### src/rtl/alu_arb_pkg.sv
// Shared constants for the two-requester ALU arbiter: widths, opcodes,
// FSM states and the six-bit {zx,nx,zy,ny,f,no} control words.
package alu_arb_pkg;

  localparam int DW_DEF  = 16;
  localparam int OPW_DEF = 5;
  localparam int CW_DEF  = 16;

  localparam int OP_ZERO = 0;
  localparam int OP_ONE  = 1;
  localparam int OP_NEG1 = 2;
  localparam int OP_X    = 3;
  localparam int OP_Y    = 4;
  localparam int OP_NOTX = 5;
  localparam int OP_NOTY = 6;
  localparam int OP_NEGX = 7;
  localparam int OP_NEGY = 8;
  localparam int OP_XP1  = 9;
  localparam int OP_YP1  = 10;
  localparam int OP_XM1  = 11;
  localparam int OP_YM1  = 12;
  localparam int OP_ADD  = 13;
  localparam int OP_XMY  = 14;
  localparam int OP_YMX  = 15;
  localparam int OP_AND  = 16;
  localparam int OP_OR   = 17;

  localparam logic [5:0] CTL_ZERO = 6'b101010;
  localparam logic [5:0] CTL_ONE  = 6'b111111;
  localparam logic [5:0] CTL_NEG1 = 6'b111010;
  localparam logic [5:0] CTL_X    = 6'b001100;
  localparam logic [5:0] CTL_Y    = 6'b110000;
  localparam logic [5:0] CTL_NOTX = 6'b001101;
  localparam logic [5:0] CTL_NOTY = 6'b110001;
  localparam logic [5:0] CTL_NEGX = 6'b001111;
  localparam logic [5:0] CTL_NEGY = 6'b110011;
  localparam logic [5:0] CTL_XP1  = 6'b011111;
  localparam logic [5:0] CTL_YP1  = 6'b110111;
  localparam logic [5:0] CTL_XM1  = 6'b001110;
  localparam logic [5:0] CTL_YM1  = 6'b110010;
  localparam logic [5:0] CTL_ADD  = 6'b000010;
  localparam logic [5:0] CTL_XMY  = 6'b010011;
  localparam logic [5:0] CTL_YMX  = 6'b000111;
  localparam logic [5:0] CTL_AND  = 6'b000000;
  localparam logic [5:0] CTL_OR   = 6'b010101;

  typedef enum logic [1:0] {IDLE, EXEC, RESP} state_e;

endpackage

### src/rtl/alu_op_decode.sv
// Combinational opcode decode to the ALU control word; unknown opcodes
// produce the "zero" control word and raise err.
module alu_op_decode
  import alu_arb_pkg::*;
#(
  parameter int OPW = OPW_DEF
) (
  input  logic [OPW-1:0] op,
  output logic [5:0]     ctl,
  output logic           err
);

  always_comb begin
    ctl = CTL_ZERO;
    err = 1'b0;
    case (int'(op))
      OP_ZERO: ctl = CTL_ZERO;
      OP_ONE:  ctl = CTL_ONE;
      OP_NEG1: ctl = CTL_NEG1;
      OP_X:    ctl = CTL_X;
      OP_Y:    ctl = CTL_Y;
      OP_NOTX: ctl = CTL_NOTX;
      OP_NOTY: ctl = CTL_NOTY;
      OP_NEGX: ctl = CTL_NEGX;
      OP_NEGY: ctl = CTL_NEGY;
      OP_XP1:  ctl = CTL_XP1;
      OP_YP1:  ctl = CTL_YP1;
      OP_XM1:  ctl = CTL_XM1;
      OP_YM1:  ctl = CTL_YM1;
      OP_ADD:  ctl = CTL_ADD;
      OP_XMY:  ctl = CTL_XMY;
      OP_YMX:  ctl = CTL_YMX;
      OP_AND:  ctl = CTL_AND;
      OP_OR:   ctl = CTL_OR;
      default: err = 1'b1;
    endcase
  end

endmodule

### src/rtl/alu_share_arbiter.sv
// Round-robin share of one external ALU between two valid/ready requesters,
// with a single registered response channel. Define ALU_ARB_STATS_EN to add
// per-requester saturating accept counters.
module alu_share_arbiter
  import alu_arb_pkg::*;
#(
  parameter int DW  = DW_DEF,
  parameter int OPW = OPW_DEF
`ifdef ALU_ARB_STATS_EN
  , parameter int CW = CW_DEF
`endif
) (
  input  logic           clk,
  input  logic           rst_n,
  input  logic           req0_valid,
  output logic           req0_ready,
  input  logic [OPW-1:0] req0_op,
  input  logic [DW-1:0]  req0_x,
  input  logic [DW-1:0]  req0_y,
  input  logic           req1_valid,
  output logic           req1_ready,
  input  logic [OPW-1:0] req1_op,
  input  logic [DW-1:0]  req1_x,
  input  logic [DW-1:0]  req1_y,
  output logic [DW-1:0]  alu_x,
  output logic [DW-1:0]  alu_y,
  output logic [5:0]     alu_ctl,
  input  logic [DW-1:0]  alu_o,
  input  logic           alu_zr,
  input  logic           alu_ng,
  output logic           rsp_valid,
  input  logic           rsp_ready,
  output logic           rsp_id,
  output logic [DW-1:0]  rsp_data,
  output logic           rsp_zr,
  output logic           rsp_ng,
  output logic           rsp_err
`ifdef ALU_ARB_STATS_EN
  , output logic [CW-1:0] stat0_cnt
  , output logic [CW-1:0] stat1_cnt
`endif
);

  state_e         state_q, state_d;
  logic           last_grant_q, last_grant_d;
  logic [DW-1:0]  alu_x_q, alu_x_d, alu_y_q, alu_y_d;
  logic [5:0]     alu_ctl_q, alu_ctl_d;
  logic           err_q, err_d;
  logic [DW-1:0]  rsp_data_q, rsp_data_d;
  logic           rsp_zr_q, rsp_zr_d, rsp_ng_q, rsp_ng_d, rsp_err_q, rsp_err_d;
  logic           rsp_id_q, rsp_id_d;

  logic           gnt_id, accept;
  logic [OPW-1:0] sel_op;
  logic [DW-1:0]  sel_x, sel_y;
  logic [5:0]     dec_ctl;
  logic           dec_err;

  // On a tie the requester that did not win last time gets the grant.
  always_comb begin
    gnt_id     = (req0_valid && req1_valid) ? ~last_grant_q : ~req0_valid;
    req0_ready = (state_q == IDLE) && req0_valid && !gnt_id;
    req1_ready = (state_q == IDLE) && req1_valid && gnt_id;
    accept     = req0_ready || req1_ready;
    sel_op     = gnt_id ? req1_op : req0_op;
    sel_x      = gnt_id ? req1_x  : req0_x;
    sel_y      = gnt_id ? req1_y  : req0_y;
  end

  alu_op_decode #(.OPW(OPW)) u_dec (
    .op  (sel_op),
    .ctl (dec_ctl),
    .err (dec_err)
  );

  always_comb begin
    state_d      = state_q;
    last_grant_d = last_grant_q;
    alu_x_d      = alu_x_q;
    alu_y_d      = alu_y_q;
    alu_ctl_d    = alu_ctl_q;
    err_d        = err_q;
    rsp_data_d   = rsp_data_q;
    rsp_zr_d     = rsp_zr_q;
    rsp_ng_d     = rsp_ng_q;
    rsp_err_d    = rsp_err_q;
    rsp_id_d     = rsp_id_q;
    case (state_q)
      IDLE: if (accept) begin
        alu_x_d      = sel_x;
        alu_y_d      = sel_y;
        alu_ctl_d    = dec_ctl;
        err_d        = dec_err;
        last_grant_d = gnt_id;
        state_d      = EXEC;
      end
      EXEC: begin
        // last_grant_q already names the requester being served.
        rsp_id_d   = last_grant_q;
        rsp_data_d = err_q ? '0 : alu_o;
        rsp_zr_d   = err_q | alu_zr;
        rsp_ng_d   = ~err_q & alu_ng;
        rsp_err_d  = err_q;
        state_d    = RESP;
      end
      RESP: if (rsp_ready) state_d = IDLE;
      default: state_d = IDLE;
    endcase
  end

  always_ff @(posedge clk or negedge rst_n) begin
    if (!rst_n) begin
      state_q      <= IDLE;
      last_grant_q <= 1'b1;
      alu_x_q      <= '0;
      alu_y_q      <= '0;
      alu_ctl_q    <= '0;
      err_q        <= 1'b0;
      rsp_data_q   <= '0;
      rsp_zr_q     <= 1'b0;
      rsp_ng_q     <= 1'b0;
      rsp_err_q    <= 1'b0;
      rsp_id_q     <= 1'b0;
    end else begin
      state_q      <= state_d;
      last_grant_q <= last_grant_d;
      alu_x_q      <= alu_x_d;
      alu_y_q      <= alu_y_d;
      alu_ctl_q    <= alu_ctl_d;
      err_q        <= err_d;
      rsp_data_q   <= rsp_data_d;
      rsp_zr_q     <= rsp_zr_d;
      rsp_ng_q     <= rsp_ng_d;
      rsp_err_q    <= rsp_err_d;
      rsp_id_q     <= rsp_id_d;
    end
  end

  assign alu_x     = alu_x_q;
  assign alu_y     = alu_y_q;
  assign alu_ctl   = alu_ctl_q;
  assign rsp_valid = (state_q == RESP);
  assign rsp_id    = rsp_id_q;
  assign rsp_data  = rsp_data_q;
  assign rsp_zr    = rsp_zr_q;
  assign rsp_ng    = rsp_ng_q;
  assign rsp_err   = rsp_err_q;

`ifdef ALU_ARB_STATS_EN
  logic [CW-1:0] stat0_q, stat0_d, stat1_q, stat1_d;

  always_comb begin
    stat0_d = stat0_q;
    stat1_d = stat1_q;
    if (req0_ready && !(&stat0_q)) stat0_d = stat0_q + 1'b1;
    if (req1_ready && !(&stat1_q)) stat1_d = stat1_q + 1'b1;
  end

  always_ff @(posedge clk or negedge rst_n) begin
    if (!rst_n) begin
      stat0_q <= '0;
      stat1_q <= '0;
    end else begin
      stat0_q <= stat0_d;
      stat1_q <= stat1_d;
    end
  end

  assign stat0_cnt = stat0_q;
  assign stat1_cnt = stat1_q;
`endif

endmodule

### config.mk
export PLATFORM = sky130hd
export DESIGN_NAME = alu_share_arbiter
export DESIGN_NICKNAME = d
export VERILOG_FILES = /design/src/rtl/alu_arb_pkg.sv /design/src/rtl/alu_op_decode.sv /design/src/rtl/alu_share_arbiter.sv
export SDC_FILE = /design/constraint.sdc
export NUM_CORES = 1
export LEC_CHECK = 0
export ABC_AREA = 1
export CAP_MARGIN = 10
export CORE_MARGIN = 2
export CORE_UTILIZATION = 36
export CTS_BUF_LIST = sky130_fd_sc_hd__clkbuf_16
export DETAILED_ROUTE_END_ITERATION = 16
export PLACE_DENSITY = 0.77
export SLEW_MARGIN = 20
export SYNTH_ARGS = -nofsm -noshare
export SYNTH_HDL_FRONTEND = slang
export SYNTH_SLANG_ARGS = --single-unit
### constraint.sdc
create_clock -name clk -period 1.7 [get_ports clk]
set_clock_uncertainty 0.15 [all_clocks]
set_input_delay 0.34 -clock clk [delete_from_list [all_inputs] [get_ports clk]]
set_output_delay 0.34 -clock clk [all_outputs]
set_load 0.03 [all_outputs]
# == Word level (Yosys, flattened, before mapping) ==
# Cells that the tools add are included.
# op_classes
n_bitwise,5
eq_ne,21
n_mux,10
reduce_logical,12
# ops
op,count
$pmux 6 s17,1
$mux 16,3
$eq 5x4->1 const B,8
$eq 5x3->1 const B,4
$reduce_or 18->1,1
$eq 5x2->1 const B,2
$eq 5x5->1 const B,2
$pmux 2 s3,1
$eq 5x1->1 const B,1
$logic_and 1x1->1,5
$logic_not 5->1,1
$mux 5,1
$mux 2,2
$reduce_and 2->1,2
$not 1->1,3
$eq 2x1->1 const B,1
$eq 2x2->1 const B,1
$logic_not 2->1,1
$mux 1,2
$ne 2x1->1 const B,1
$ne 2x2->1 const B,1
$and 1x1->1,1
$logic_not 1->1,1
$logic_or 1x1->1,1
$or 1x1->1,1
# word_totals
reg_bits,62
input_bits,97

# == Depth between registers and ports, before layout ==
# logic_depth
ltp_word,7
mapped_depth,15
depth_no_buf,14

# == Cells and area by module ==
# From an unflattened synthesis, not the netlist that was laid out.
# hier_totals
cells_unflattened,495
area_unflattened_um2,3387.0
# modules_own_cells
mod,seq_area_each_um2,cells_each,area_per_inst_um2,n_inst
alu_share_arbiter,1552.7,421,3026.7,1
alu_op_decode,0.0,74,360.3,1

# == Worst setup path before layout ==
# OpenSTA, ideal clock, no wires.
# synth_timing
kind,register -> output
from,register last_grant_q
to,output req0_ready
slack_ns,-0.085
t_required_ns,1.210
arrival_time_ns,1.295
path_stages_with_launch,6
cell_sequence,dfstp_2 inv_2 nand2_4 nand2_4 buf_12 nor2_1
# synth_via
elab_chain_cells,4
# synth_lines
item,line,rtl
"start, declared",alu_share_arbiter.sv:45,"logic last_grant_q, last_grant_d;"
"start signal, assigned",alu_share_arbiter.sv:126,last_grant_q <= last_grant_d;
$not 1->1,alu_share_arbiter.sv:61,gnt_id = (req0_valid && req1_valid) ? ~last_grant_q : ~req0_valid;
$mux 1,alu_share_arbiter.sv:61,
$logic_not 1->1,alu_share_arbiter.sv:62,req0_ready = (state_q == IDLE) && req0_valid && !gnt_id;
$logic_and 1x1->1,alu_share_arbiter.sv:62,
"end, declared",alu_share_arbiter.sv:16,"output logic req0_ready,"
# No other way between the ends.

# == Final worst setup path ==
# layout_timing
from,register last_grant_q
to,"register alu_ctl_q[3], in the netlist alu_ctl[3]"
# layout_via
elab_chain_cells,6
elab_cells_between_ends,26
classes_between,17 x eq/ne; 3 x mux; 1 x bitwise; 5 x reduce/logical
# layout_lines
item,line,rtl
$not 1->1 (*),alu_share_arbiter.sv:61,
$mux 1 (*),alu_share_arbiter.sv:61,
branches (longest 4 deep; another with $pmux 6 s17),n/a,
"end signal, assigned",alu_share_arbiter.sv:129,alu_ctl_q <= alu_ctl_d;
"end, declared",alu_share_arbiter.sv:47,"logic [5:0] alu_ctl_q, alu_ctl_d;"
# Every way passes the cells marked *.
# A chain may end at the register's enable or synchronous reset.

==> qor.yml <==
timing:
  setup_ws_ns: -0.251
  hold_violations: 0
  tns_ns: -1.66
  max_slew_margin_pct: 68.5
  tightest_slew_ns: 0.472
  post-route-period-util_pct: 115
  setup_viol: 9
  rsz0062_at_grt: "yes"
  fmax_mhz: 513
  finalCriticalPeriod_ns: 1.95
  maxSlewViolCount: 0
yosys:
  synth_fp_nets: 431
  yosysWarnings: 0
  post_synth.cell_area_avg_um2: 9.20
  syn_inst: 334
  ys_seq_area_share_pct: 50.5
  synthDominantCellAreaShare_pct: 49.7
  synth.cell_area_um2: 3070
  ys_seq_elements: 62
  synth_cell_type_count: 30
  synth_top_area_cell: "dfrtp_1"
  synth_area_leaders: "dfrtp_1, nand2_1, a2bb2oi_1, a21oi_1, a22o_1"
placed_design:
  placed_area_um2: 4960
  dp.cells: 611
  port_buffers: 157
  dpl.hpwl_um: 7290
  gp_congestion: 0.883
pwr:
  power_density_nw_per_um2: 1770
  p_clk_share_pct: 18.1
  p_comb_share_pct: 55.9
  p_sw_w: 0.00432
  ir_drop_uv: 849
  pwr-share-seq_pct: 26.0
  power.leakage_nw: 2.62
  p_int_w: 0.00567
  swShare_pct: 43.2
finish:
  antennaDiodeCount: 0
  final_area_um2: 5650
  final_cells: 637
  final_common_cell: "clkdlybuf4s50_1"
  area_delta_synth_final_pct: 84.1
  drive_above_1_share_pct: 26.7
  fin_nets: 624
  n_fill_cell: 661
  final_cell_mix: "clkdlybuf4s50_1, nand2_1, dfrtp_1, dlygate4sd2_1, buf_4"
setup_path:
  worstSetupStartpointType: "flip-flop"
  critPathRequiredTime_ns: 1.75
  cp_max_fo: 7
  arrival_ns: 2.01
  path_class: "flip-flop to flip-flop"
  crit_path_end_kind: "flip-flop"
clock_network:
  clk_pin_slew_ns: 0.05
  cts.path.max_buffers: 2
  root_buffer: "clkbuf_16"
  cts_tree: "done"
  clkLatencyLatePin_ns: 0.31
  cts-buffers-inserted: 9
  cts_sinks: 62
  htree_levels: 3
route:
  vias_per_cell: 5.14
  drt_iter0_drc: 122
  routedWlPerCell_um: 16.5
  route.detailed.drc: 0
  drt.antenna.violating_nets: 0
  vias: 3272
  routed_wl_um: 10500
  dr.pass1.iters: 4
floorplan:
  die_area_um2: 9290
  initial_core_util_pct: 37.2
  core_area_um2: 8260
  boundaryPins: 158
  fp-row-count: 33
  die_h_um: 96.4
  die_w_um: 96.4
job:
  drv_cap: 0
grt:
  grt_overflow: 0
  gr-usage-all-layers_pct: 22.1
  grt_pass1_vias: 3433
  grt_antenna_before_repair: 0
  grt_max_degree: 39
  grt_pass1_wl_um: 15800
status:
  violations: "negative setup slack"
  status: "finished, violations left"
min_path:
  min_path_type: "flip-flop to flip-flop"
[power groups by stage]
stage	clock, W	sequential (W)	combinational [W]
2_1_floorplan	0	0.00384	0.00190
3_3_place_gp	0	0.00259	0.00547
3_5_place_dp	0	0.00259	0.00557
4_1_cts	0.00184	0.00259	0.00537
5_1_grt	0.00191	0.00267	0.00594
6_report	0.00181	0.00260	0.00558
[worst max-delay path: stages, from the launching register on]
cell,delay [ns]
dfstp_2,0.52
inv_2,0.04
nand2_4,0.09
nand2_8,0.09
buf_6,0.15
nand2_4,0.08
nand2_8,0.07
nor2_4,0.16
nand3_2,0.12
nand2_2,0.09
nor2_2,0.04
nand2_2,0.09
nand2_1,0.05
nand2_1,0.05
nand2_1,0.05
[final timing paths]
path	start	endpoint	slack, ns	depth (start not counted)
worst max register to register	last_grant_q	alu_ctl[3]	-0.25	14
worst min-delay path	alu_ctl[2]	alu_ctl[2]	0.32	2
max in group asynchronous	rst_n	rsp_id	0.57	3
worst max-delay path	last_grant_q	alu_ctl[3]	-0.25	14
worst min register to register	alu_ctl[2]	alu_ctl[2]	0.32	2
min in group asynchronous	rst_n	alu_x[4]	0.42	3
[cell usage after synthesis]
master      n
nand2_1    82
dfrtp_1    61
a21oi_1    33
a2bb2oi_1  32
a22o_1     17
inv_1      17
nor2_1     17
nand3_1    15
clkbuf_1   13
nand2_2     8
nand2_4     6
buf_2       4
nor2_2      4
nor2_4      3
o21ai_0     3
inv_2       2
nand3_2     2
nand3b_1    2
or2_2       2
a21boi_1    1
a21boi_2    1
and2_1      1
and3_1      1
buf_12      1
buf_4       1
dfstp_2     1
inv_4       1
nand2_8     1
nor3_1      1
o21ai_2     1
[logic make-up (layout without fill, tap and decap cells)]
logic type             count (synthesis)  after routing  synth area share, %
AO/OA/AOI/OAI                         88             88                 20.7
buffers and inverters                 39            237                 5.66
flip-flops                            62             62                 50.5
AND/OR/NAND/NOR                      145            145                 23.1
[repair_timing]
item,CTS,global route
buffers inserted,6,2
hold buffers,1,0
endpoints found under the hold margin,61,0
gates resized for setup,108,39
pin swaps,16,20
gates cloned,1,2
endpoints found under the setup margin,73,39
[layout make-up]
type	instances	area (um^2)	share of cell area, %
clock buffer	9	225	3.98
clock inverter	7	73.8	1.31
inverter	20	82.6	1.46
multi-input combinational	233	1650	29.1
sequential	62	1550	27.5
tap	105	131	2.32
timing repair buffer	201	1940	34.3
[stage by stage]
| stage | worst slack [ns] | utilization (%) | hold WS [ns] | total power, W |
|---|---|---|---|---|
| 3_5_place_dp | -0.558 | 60.1 | 0.208 | 0.00817 |
| 5_1_grt | -0.318 | 68.5 | 0.342 | 0.0105 |
| 3_3_place_gp | -0.525 | 60.1 | 0.210 | 0.00806 |
| 6_report | -0.251 | 68.5 | 0.323 | 0.00999 |
| 4_1_cts | -0.215 | 66.1 | 0.332 | 0.00979 |
| 2_1_floorplan | -0.0427 | - | -0.106 | 0.00574 |
[per-layer routing]
| layer | part of all wire, % | vias up | GRT usage [%] |
|---|---|---|---|
| li1 | - | 1524 | - |
| met4 | 3.0 | 0 | 9.51 |
| met3 | 7.6 | 27 | 5.90 |
| met2 | 51 | 154 | 39.3 |
| met5 | 0 | - | 0 |
| met1 | 38 | 1567 | 24.8 |
[state kept, by name (all words and copies together) (netlist names)]
signal / flops
rsp_id: 1
alu_ctl: 6
rsp_data: 16
rsp_ng: 1
rsp_err: 1
err_q: 1
rsp_zr: 1
alu_x: 16
state_q: 2
last_grant_q: 1
alu_y: 16
Power figures use the tool's default switching activity.
